==> src/rtl/pcs_tx_oset_ctrl_if.sv <==
// pcs_tx_oset_ctrl_if: GMII transmit inputs and encoder-side ordered-set outputs of the PCS TX controller
interface pcs_tx_oset_ctrl_if;
    logic [2:0] xmit;
    logic [7:0] TXD;
    logic       TX_EN;
    logic       TX_ER;
    logic       receiving;
    logic [2:0] tx_o_set;
    logic [7:0] tx_data;
    logic       tx_even;
    logic       transmitting;
    logic       COL;
    modport master (
        output xmit, TXD, TX_EN, TX_ER, receiving,
        input  tx_o_set, tx_data, tx_even, transmitting, COL
    );
    modport slave (
        input  xmit, TXD, TX_EN, TX_ER, receiving,
        output tx_o_set, tx_data, tx_even, transmitting, COL
    );
endinterface

==> src/rtl/pcs_tx_oset_ctrl.sv <==
// pcs_tx_oset_ctrl: 1000BASE-X PCS transmit ordered-set selector; frames GMII data into /S/ /D/ /T/ /R/
// sequences, keeps /I/ and /C/ pairs aligned to even code-group positions and aborts frames on xmit changes.
module pcs_tx_oset_ctrl (
    input logic               GTX_CLK,
    input logic               mr_main_reset,
    pcs_tx_oset_ctrl_if.slave bus
);
    typedef enum logic [2:0] {
        TX_TEST_XMIT, XMIT_DATA, TX_DATA, END_T, EXTEND, EPD2, EPD3, ABORT_ALIGN
    } state_t;

    localparam logic [2:0] OS_I = 3'd0, OS_S = 3'd1, OS_D = 3'd2, OS_T = 3'd3,
                           OS_R = 3'd4, OS_V = 3'd5, OS_C = 3'd6;

    state_t     state_q, state_d;
    logic [2:0] oset_q, oset_d;
    logic [7:0] data_q, data_d;
    logic       even_q, trans_q, trans_d;
    logic       is_data, pos_even, ext_ok;
    logic [2:0] idle_os;

    assign is_data  = bus.xmit == 3'b010;
    assign pos_even = ~even_q;  // the code-group produced at this edge lands on an even position
    assign ext_ok   = bus.TX_ER && bus.TXD == 8'h0F;
    assign idle_os  = bus.xmit == 3'b100 ? OS_C : OS_I;

    always_comb begin
        state_d = state_q;
        oset_d  = OS_I;
        trans_d = 1'b0;
        case (state_q)
            TX_TEST_XMIT: begin
                oset_d = pos_even ? idle_os : oset_q;
                if (is_data && !bus.TX_EN && !bus.TX_ER && pos_even) state_d = XMIT_DATA;
            end
            XMIT_DATA: begin
                if (pos_even && !is_data) begin
                    oset_d  = idle_os;
                    state_d = TX_TEST_XMIT;
                end else if (pos_even && bus.TX_EN && !bus.TX_ER) begin
                    oset_d  = OS_S;
                    trans_d = 1'b1;
                    state_d = TX_DATA;
                end
            end
            TX_DATA: begin
                trans_d = 1'b1;
                oset_d  = !bus.TX_EN ? OS_T : bus.TX_ER ? OS_V : OS_D;
                if (!bus.TX_EN) state_d = END_T;
            end
            END_T: begin
                oset_d  = OS_R;
                state_d = ext_ok ? EXTEND : EPD2;
            end
            EXTEND: begin
                oset_d = bus.TX_ER && !ext_ok ? OS_V : OS_R;
                if (!bus.TX_ER) state_d = EPD2;
            end
            EPD2: begin
                oset_d  = OS_R;
                state_d = pos_even ? EPD3 : XMIT_DATA;
            end
            EPD3: begin
                oset_d  = OS_R;
                state_d = XMIT_DATA;
            end
            ABORT_ALIGN: begin
                oset_d  = idle_os;
                state_d = TX_TEST_XMIT;
            end
            default: state_d = TX_TEST_XMIT;
        endcase
        if (!is_data && state_q inside {TX_DATA, END_T, EXTEND, EPD2, EPD3}) begin
            trans_d = 1'b0;
            oset_d  = pos_even ? idle_os : OS_V;
            state_d = pos_even ? TX_TEST_XMIT : ABORT_ALIGN;
        end
        data_d = oset_d == OS_D ? bus.TXD : 8'h00;
    end

    always_ff @(posedge GTX_CLK) begin
        if (mr_main_reset) begin
            state_q <= TX_TEST_XMIT;
            oset_q  <= OS_I;
            data_q  <= 8'h00;
            even_q  <= 1'b1;
            trans_q <= 1'b0;
        end else begin
            state_q <= state_d;
            oset_q  <= oset_d;
            data_q  <= data_d;
            even_q  <= ~even_q;
            trans_q <= trans_d;
        end
    end

    assign bus.tx_o_set     = oset_q;
    assign bus.tx_data      = data_q;
    assign bus.tx_even      = even_q;
    assign bus.transmitting = trans_q;
    assign bus.COL          = trans_q & bus.receiving;
endmodule

==> src/flat_wrapper.sv <==
// flat-port wrapper written by rule: the top's interface ports become plain ports
module pcs_tx_oset_ctrl_flat 
  (GTX_CLK, mr_main_reset, bus_xmit, bus_TXD, bus_TX_EN, bus_TX_ER, bus_receiving, bus_tx_o_set, bus_tx_data, bus_tx_even, bus_transmitting, bus_COL);
  pcs_tx_oset_ctrl_if bus_i ();
  input logic GTX_CLK;
  input logic mr_main_reset;
  input wire logic [$bits(bus_i.xmit)-1:0] bus_xmit;
  input wire logic [$bits(bus_i.TXD)-1:0] bus_TXD;
  input wire logic [$bits(bus_i.TX_EN)-1:0] bus_TX_EN;
  input wire logic [$bits(bus_i.TX_ER)-1:0] bus_TX_ER;
  input wire logic [$bits(bus_i.receiving)-1:0] bus_receiving;
  output wire logic [$bits(bus_i.tx_o_set)-1:0] bus_tx_o_set;
  output wire logic [$bits(bus_i.tx_data)-1:0] bus_tx_data;
  output wire logic [$bits(bus_i.tx_even)-1:0] bus_tx_even;
  output wire logic [$bits(bus_i.transmitting)-1:0] bus_transmitting;
  output wire logic [$bits(bus_i.COL)-1:0] bus_COL;
  assign bus_i.xmit = bus_xmit;
  assign bus_i.TXD = bus_TXD;
  assign bus_i.TX_EN = bus_TX_EN;
  assign bus_i.TX_ER = bus_TX_ER;
  assign bus_i.receiving = bus_receiving;
  assign bus_tx_o_set = bus_i.tx_o_set;
  assign bus_tx_data = bus_i.tx_data;
  assign bus_tx_even = bus_i.tx_even;
  assign bus_transmitting = bus_i.transmitting;
  assign bus_COL = bus_i.COL;
  pcs_tx_oset_ctrl u_core (.GTX_CLK(GTX_CLK), .mr_main_reset(mr_main_reset), .bus(bus_i));
endmodule
==> config.mk <==
export PLATFORM = sky130hd
export DESIGN_NAME = pcs_tx_oset_ctrl_flat
export DESIGN_NICKNAME = d
export VERILOG_FILES = /design/src/rtl/pcs_tx_oset_ctrl_if.sv /design/src/rtl/pcs_tx_oset_ctrl.sv /design/src/flat_wrapper.sv
export SDC_FILE = /design/constraint.sdc
export NUM_CORES = 1
export LEC_CHECK = 0
export ABC_CLOCK_PERIOD_IN_PS = 3000
export CORE_MARGIN = 3
export CORE_UTILIZATION = 45
export CTS_CLUSTER_DIAMETER = 30
export DETAILED_ROUTE_END_ITERATION = 8
export PLACE_DENSITY = 0.8
export SKIP_LAST_GASP = 1
export SLEW_MARGIN = 20
export SYNTH_ARGS = -nofsm -noshare
export SYNTH_HDL_FRONTEND = slang
export SYNTH_SLANG_ARGS = --single-unit
==> constraint.sdc <==
create_clock -name GTX_CLK -period 3 [get_ports GTX_CLK]
set_clock_uncertainty 0.05 [all_clocks]
set_input_delay 0.45 -clock GTX_CLK [delete_from_list [all_inputs] [get_ports GTX_CLK]]
set_output_delay 0.45 -clock GTX_CLK [all_outputs]
set_load 0.02 [all_outputs]
Word-level counts from Yosys, hierarchy flattened:

Index checks and enable logic that the tools add are counted.

* flip-flop bits (word level): 16
* bits of input ports: 16
* logic and storage cells: 65

* equality and inequality tests: 15
* multiplexer cells: 23
* bitwise logic cells: 3
* reductions and logical operators: 19

Operator list (number)
* 2-to-1 mux 3 bit: 15
* one-hot mux 3 bit (8 select lines): 1
* one-hot mux 3 bit (6 select lines): 1
* == test 3 bit, second input constant: 5
* == test 3 x 2 -> 1 bit, second input constant: 4
* logical AND 1 bit: 9
* == test 8 x 4 -> 1 bit, second input constant: 1
* inequality test 3 bit, second input constant: 2
* 2-to-1 mux 1 bit: 5
* nonzero test 5 bit: 1
* zero test 1 bit: 4
* inequality test 4 x 1 -> 1 bit, second input constant: 1
* AND reduction 4 bit: 1
* OR reduction 2 bit: 2
* == test 3 x 1 -> 1 bit, second input constant: 1
* zero test 3 bit: 1
* inequality test 3 x 1 -> 1 bit, second input constant: 1
* OR reduction 3 bit: 1
* inverter 1 bit: 2
* one-hot mux 1 bit (2 select lines): 1
* AND 1 bit: 1

Depth between registers and ports, before layout:

Gate-level depths: netlist of run 1.

* word-level depth: 10
* mapped depth: 8
* mapped depth without buffers: 7

Worst setup path before layout of run 1:

Ideal clock, no wire load.

* kind: flip-flop to flip-flop
* start: register u_core.state_q[2]
* end: register u_core.data_q[0], in the netlist u_core.bus.tx_data[0]
* setup time: 0.117 ns
* data arrival time: 2.017 ns
* data required time: 2.833 ns
* path slack: 0.815 ns
* cell stages (with the launch flop): 9
* path buffers: 1
* clock period less this slack: 2.185 ns
* path through: dfxtp_1 clkbuf_1 inv_1 ha_1 inv_1 a21oi_1 a211oi_2 o2111ai_2 and4bb_2

* longest elaborated chain between the ends: 7
* elaborated cells between the ends (all ways): 16

RTL lines
* start, declared: line pcs_tx_oset_ctrl.sv:15 `state_t state_q, state_d;`
* start signal, assigned: line pcs_tx_oset_ctrl.sv:89 `state_q <= state_d;`
* == test 3 bit or == test 3 x 2 -> 1 bit (tied branches): line pcs_tx_oset_ctrl.sv:31, pcs_tx_oset_ctrl.sv:73
* OR reduction 3 bit (no line) or nonzero test 5 bit (tied branches)
* one-hot mux 3 bit (6 select lines) or logical AND 1 bit (tied branches): line pcs_tx_oset_ctrl.sv:31, pcs_tx_oset_ctrl.sv:73
* 2-to-1 mux 3 bit *: line pcs_tx_oset_ctrl.sv:73 `if (!is_data && state_q inside {TX_DATA, END_T, EXTEND, EPD2, EPD3}) begin`
* == test 3 x 2 -> 1 bit *: line pcs_tx_oset_ctrl.sv:78 `data_d = oset_d == OS_D ? bus.TXD : 8'h00;`
* inverter 1 bit (no line) *
* OR reduction 2 bit (no line) *
* end signal, assigned: line pcs_tx_oset_ctrl.sv:91 `data_q <= data_d;`
* end, declared: line pcs_tx_oset_ctrl.sv:17 `logic [7:0] data_q, data_d;`

Mark *: on every way between the ends. The rest lies on a longest branch, timed or not.
A chain may end at the register's enable or synchronous reset.

Worst setup path after layout of run 1:

* start: register u_core.state_q[1]
* end: register u_core.data_q[6], in the netlist u_core.bus.tx_data[6]

The elaborated chain is that of the path after synthesis.

==> results of run 1 <==
## state kept, by name, indices dropped and copies added (netlist names)
signal                   count
u_core.bus.transmitting      1
u_core.bus.tx_data           8
u_core.bus.tx_even           1
u_core.bus.tx_o_set          3
u_core.state_q               3
## metal layers
metal  vias up  global-route usage
li1        477                   -
met1       456               0.263
met2        66               0.303
met3         8              0.0372
met4         0              0.0611
met5         -                   0
## Yosys cell counts, types with 2 or more instances
library cell | number | share of area
a31oi_1 | 3 | 0.020
nand3_1 | 5 | 0.026
nand2_1 | 6 | 0.024
o21ai_0 | 3 | 0.016
nor3b_1 | 5 | 0.039
nor2_1 | 6 | 0.024
clkbuf_1 | 4 | 0.016
nand2b_1 | 6 | 0.039
a21o_1 | 2 | 0.016
buf_2 | 2 | 0.011
a21oi_1 | 9 | 0.047
inv_1 | 3 | 0.012
o22ai_1 | 3 | 0.020
and4bb_2 | 8 | 0.11
dfxtp_1 | 16 | 0.34
and3_1 | 5 | 0.033
and2_1 | 2 | 0.013
## power by group through the flow
stage                     combinational [uW]  sequential, uW  clock (uW)
after floorplan                          366             347           0
after global placement                   558             337           0
after detailed placement                 563             343           0
after CTS                                567             338         112
after global routing                     621             346         118
final                                    573             342         112
## worst max path at each step
stage / start / to / cells past startpoint
finish: u_core.state_q[1]$_SDFFE_PP0P_ / u_core.bus.tx_data[6]$_SDFF_PP0_ / 5
global placement: bus_TXD[5] / u_core.bus.tx_data[2]$_SDFF_PP0_ / 6
floorplan: u_core.state_q[2]$_SDFFE_PP0P_ / u_core.bus.tx_data[0]$_SDFF_PP0_ / 8
detailed placement: bus_TXD[5] / u_core.bus.tx_data[4]$_SDFF_PP0_ / 6
CTS: bus_TXD[5] / u_core.bus.tx_data[4]$_SDFF_PP0_ / 6
global route: u_core.state_q[1]$_SDFFE_PP0P_ / u_core.bus.tx_data[4]$_SDFF_PP0_ / 5
## logic make-up (layout without fill, tap and decap cells)
kind of cell | count (synthesis) | after routing | share of synthesized area
multiplexers | 1 | 1 | 0.0105
buffers and inverters | 10 | 37 | 0.0499
AND/OR/NAND/NOR | 49 | 49 | 0.356
flip-flops | 16 | 16 | 0.336
adder cells (fa/ha/maj) | 1 | 1 | 0.0131
AO/OA/AOI/OAI | 32 | 32 | 0.234
## layout make-up
type                            instances  area [um2]  share of cell area
Clock buffer                            3        22.5              0.0176
Inverter                                3        11.3             0.00881
Multi-Input combinational cell         83         584               0.457
Sequential cell                        16         320               0.251
Tap cell                               27        33.8              0.0264
Timing Repair Buffer                   31         305               0.239
## stage by stage
stage | utilization | power (uW)
6_report | 0.645 | 1030
2_1_floorplan | - | 713
5_1_grt | 0.645 | 1080
4_1_cts | 0.645 | 1020
3_3_place_gp | 0.633 | 895
3_5_place_dp | 0.633 | 906
==> results.txt, run 1 <==
The flow ran to the end, and the final reports show no timing, DRC or antenna violations. Before CTS, the worst setup slack after placement is 0.330 ns. In this design, the stage delay of the slowest critical-path cell is 0.63 ns.

The average cell area after synthesis was 8.74 um2; the count of filler cells inserted in the layout was 149. Post-CTS repair changed the size of 0 cells. The total DRC errors in the routed layout is 0.

The worst hold path terminates at u_core.bus.tx_even$_SDFF_PP1_. For the number of placed I/O pins, the log shows 30. Setup repair after global routing left no endpoint under its margin. The cell area after placement is 1250 um2. The path type of the worst setup path is reg -> reg. The routed design has 2.47 mm of wire.

Number of clock sinks: 16. The tools report the register-to-register setup slack as 0.57 ns. The number of H-tree branching levels was 1; the peak supply drop was 0.526 mV. For the worst flop-to-flop path, the logic depth is 5.

In the synthesized netlist, the number of instances is 109. Leaving out fill and tap cells, the most frequent cells in the layout are clkdlybuf4s50_1 (29), dfxtp_1 (16), a21oi_1 (9), and4bb_2 (8). For the number of synthesis warnings, the log shows 0. Sequential power share: 0.333. For the via count of the first global-routing pass, the log shows 868. The average wire per standard cell was 15.2 um. In this run the top signal layer used is met4. The proportion of register bits with asynchronous set or reset after synthesis works out to 0. The die is 52 um wide. The count of nets left with antenna violations once routing finished came out at 0.

In this run, distinct cell masters in the synthesized netlist total 38. The post-route cell area is 1280 um2. Clock latency on the worst-skew pair: 0.28 ns. The switching share of power was 0.427.

The run gives 3 as the number of CTS-inserted buffers. The count of buffers from port buffering is 29. The switching power is 438 uW, and the cell area after technology mapping is 952 um2. The transition time of the tightest slew-check pin is 0.689 ns. The kind of end point of the critical path is a flop. After global routing the overflow that remains totals 0. The detailed-routed wire length on met3 came out at 228 um. The tools report the half-perimeter wire length after detailed placement as 1.72 mm. The tools report the number of nets in the synthesized netlist as 126. Among all flip-flop cells after synthesis, the most frequent one is dfxtp_1. The initial antenna violation count is 0, and the global-route wire length before repair is 3.93 mm. The final antenna diode count was 0; the fraction of the yosys area taken by sequential cells was 0.336. The share of post-route cells with drive strength above 1 came out at 0.118.

The critical path contains buffers and inverters numbering 0 combined. The worst setup slack after layout was 0.566 ns. The area growth from synthesis to layout is 34.2%.

The logs give 588 uW for the internal power contribution and 163 for the final non-filler cell total. The die outline height was 52 um; the critical path data arrival time was 2.61 ns. In this run the clock root is driven by a clkbuf_4. In this run, synthesis inferred 0 flip-flops with an integrated enable. The startpoint identified for the worst register-to-register timing path is u_core.state_q[1]$_SDFFE_PP0P_.

The tool flagged a number of max-cap violations equal to 0. The core region is 1980 um2. The class of the most critical hold timing path is reg -> reg.

TritonCTS built the clock tree. After the last flow step, the layout net total stands at 155. Adding up every negative setup slack in the final design gives 0 ns. The routed design uses 1.19 mm of met2 wire.

The die covers 2700 um2. Walking the worst path, the cells encountered are nor3b_1 > a221oi_1 > a211oi_2 > o2111ai_2 > and4bb_2. After floorplanning, the core was divided into 16 placement rows. Among cell families on the critical path, the largest total delay comes from simple AND/OR/NAND/NOR gates. Hold path startpoint: u_core.bus.tx_even$_SDFF_PP1_. After clock tree synthesis, the clock-pin slew on the worst setup and hold paths is 0.10 ns. The run gives 0 as the cts-stage hold buffer count. The total global routing track utilization is 0.193. Leaving out fill and tap cells, the most frequent cell in the layout is clkdlybuf4s50_1. The analysis attributes to cell leakage a power of 0.000448 uW. The final count of pins violating max slew is 0. The per-cell via count in the routed design is 6.18, and the total power divided by cell area is 803 nW/um2. Along the worst path, the maximum fanout reaches 12. After clock tree synthesis, the setup repair step added 0 buffers. The minimum clock period after layout works out to 2.43 ns. The required arrival time at the worst endpoint is 3.17 ns.

Timing would allow up to 411 MHz. The logs give 5 for the first-pass iteration count of the detailed router and 0.624 ns for the worst hold margin. The worst setup path is launched from a flop.

The tools report the worst slew margin relative to its limit as 0.540. Critical-path cell with the highest stage delay: nor3b_1. The combinational cell fraction of total power is 0.558. The overall via count from detail_route was 1007; the largest net degree at the start of global routing was 19.

In this run the deepest clock path goes through 2 buffers. Once placement completed, the tool counted placed cells totaling 160. The fraction of power consumed by the clock network came out at 0.109.

The final cycle utilization of the critical path is 0.811. The number of cells on the worst hold path came out at 1. The detailed router finished its first iteration with 66 violations. Setup violations remaining at the end of the flow were counted as 0. The routability-driven placement congestion ratio was 0.902; the detailed-routing wirelength on met1 was 1.03 mm.

The total count of hold-check failures in the final report is 0. The flip-flop and latch count after synthesis came out at 16. The starting utilization of the core area was 0.480. The worst register-to-register path ends at u_core.bus.tx_data[6]$_SDFF_PP0_.
Note: power is estimated with default switching activity, not from simulation.
==> run 2: changes to the inputs <==
Settings changed: ABC_CLOCK_PERIOD_IN_PS 3000 to 2450.
Clock period 3 ns to 2.45 ns, I/O delays scaled along.
==> results.txt, run 2 (synthesis results as in run 1) <==
The run gives 32 as the number of DRC markers after the initial detailed-route iteration. The clock reaches the later pin of the worst-skew pair after 0.29 ns. Die outline height: 52 um. The path type of the worst setup path is in -> reg.

Setup violations remaining at the end of the flow were counted as 0. The smallest clock period supported by the final layout is computed as 2.29 ns. The repair_antennas step left the layout with diodes totalling 0. The run gives 1013 as the overall via count from detail_route. Number of cells on the worst hold path: 2.

Initial antenna violation count: 0. The routed design has 2.66 mm of wire. The critical path goes through clkdlybuf4s50_1 > nor4_1 > a2111oi_0 > o311ai_0 > buf_4 > o2111ai_2 > and4bb_2. The total power divided by cell area was 974 nW/um2. The worst setup path is captured at a flop. Entering global routing, the biggest net connects 18 pins.

Required arrival time at the worst endpoint: 2.64 ns. Count of filler cells inserted in the layout: 161. The total count of hold-check failures in the final report came out at 0. Setup repair after global routing left no endpoint under its margin.

The tools report the via count of the first global-routing pass as 987. The clock passes through at most 2 buffers. The tightest min-delay check is of the reg -> reg type.

The tools report the total global routing track utilization as 0.213. For the number of nets in the layout, the log shows 165. For the number of CTS-inserted buffers, the log shows 3. The die covers 2700 um2. For the total DRC errors in the routed layout, the log shows 0.

Among all stages on the critical path, the largest delay is contributed by clkdlybuf4s50_1. The starting utilization of the core area came out at 0.480. The tree is rooted in a clkbuf_4.

The sum of buffers and inverters on the critical path works out to 2. The library cell used most frequently in the layout, excluding fill and tap cells, is clkdlybuf4s50_1. Among cell families on the critical path, the largest total delay comes from simple AND/OR/NAND/NOR gates. The logs give 0.634 for the worst slew margin relative to its limit and 16 for the site row count. The share of post-route cells with drive strength above 1 is 0.197, and the width of the die is 52 um.

The first global-routing pass estimated 4.37 mm of wire. In this run, post-CTS hold repair placed 0 buffers. The flow ran to the end, and the final reports show no timing, DRC or antenna violations. The final count of pins violating max slew is 0. Along the worst path, the maximum fanout reaches 8. The average wire per standard cell came out at 15.3 um.

The final global-route overflow total was 0; the largest incremental delay on the critical path was 0.42 ns. At the end of routability-driven placement, the weighted congestion stood at 0.874. The worst setup path is launched from an input port. Static timing analysis puts the maximum clock frequency at 436 MHz. For this run, the detailed router's first-pass iteration total came to 4. TritonCTS built the clock tree.

The completed layout was analyzed and its total power is 1340 uW. The critical path data arrival time was 2.48 ns. For the worst hold margin, the log shows 0.578 ns. The half-perimeter wire length after detailed placement was 1.92 mm. Counting cells, the worst reg-to-reg path comes to 8.

At the pin with the least slew margin, the transition time is 0.547 ns. The core region is 1980 um2. From synthesis to final layout, the design area changed by 44.0%. The top cell types in the final layout, fill and taps aside, are clkdlybuf4s50_1 (29), dfxtp_1 (15), buf_4 (12), a21oi_1 (9), and4bb_2 (8). The number of H-tree branching levels was 1; the count of buffers from port buffering was 29. The peak supply drop is 0.641 mV, and the final cycle utilization of the critical path is 0.937. The logs give 0 for the max capacitance violation total and 0.000502 uW for the leakage dissipation. The tools report the number of clock sinks as 16. Clock-pin slew was measured on the worst setup and hold paths at 0.09 ns.

In this run the number of cells on the critical path is 7. The count of nets left with antenna violations once routing finished came out at 0. The number of placed I/O pins is 30. Flip-flop count of the largest register after layout: 8.

Dividing the detail-routed via count by the number of cells gives 5.82.
[run 2: cell types whose count changed in the layout (fill, tap and decap cells not counted), sizes merged]
cell    before  now
buf          2   12
clkbuf       3    4
[run 2: through the flow]
stage / TNS, ns / worst slack (ns) / std cells / instance area, um2 / util
2_1_floorplan: 0 / 0.265 / 109 / 952 / -
3_3_place_gp: -0.231 / -0.0297 / 170 / 1330 / 0.671
3_5_place_dp: -0.749 / -0.114 / 170 / 1330 / 0.671
4_1_cts: 0 / 0.137 / 174 / 1370 / 0.689
5_1_grt: 0 / 0.0737 / 174 / 1370 / 0.692
6_report: 0 / 0.156 / 174 / 1370 / 0.692
[run 2: worst paths after layout]
check	startpoint	to	slack (ns)
min	u_core.bus.tx_even$_SDFF_PP1_	u_core.bus.tx_even$_SDFF_PP1_	0.58
max reg2reg	u_core.state_q[2]$_SDFFE_PP0P_	u_core.bus.tx_data[4]$_SDFF_PP0_	0.23
max	bus_TXD[5]	u_core.bus.tx_data[4]$_SDFF_PP0_	0.16
min reg2reg	u_core.bus.tx_even$_SDFF_PP1_	u_core.bus.tx_even$_SDFF_PP1_	0.58
[run 2: worst register-to-register path, cell delays in order (launching register included)]
cell	delay (ns)
dfxtp_1	0.59
inv_1	0.12
ha_1	0.30
inv_1	0.06
a21o_1	0.20
o311ai_0	0.10
buf_4	0.18
o2111ai_2	0.22
and4bb_2	0.37
[run 2: report_power, final]
| group | total (uW) | switching [uW] | internal (uW) |
|---|---|---|---|
| logic | 750 | 391 | 359 |
| registers | 412 | 79.9 | 332 |
| clock network | 174 | 83.0 | 90.6 |
| total | 1340 | 554 | 781 |
[run 2: area by class of cell]
class / count / area, um2 / area share
clock buffer: 4 / 36.3 / 0.0265
inverter: 3 / 11.3 / 0.00821
timing repair buffer: 41 / 380 / 0.277
multi-input combinational: 83 / 588 / 0.429
sequential: 16 / 322 / 0.234
tap: 27 / 33.8 / 0.0246
[run 2: per-layer routing]
metal,vias to the layer above,GRT usage,part of all wire
met5,-,0,0
met4,0,0.0568,0.0060
met3,4,0.0602,0.057
met2,42,0.368,0.51
met1,471,0.254,0.43
li1,496,-,-
[run 2: what timing repair did]
action / CTS / global route
resized for setup: 0 / 2
endpoints found under the setup margin: 0 / 8
buffers inserted: 0 / 0
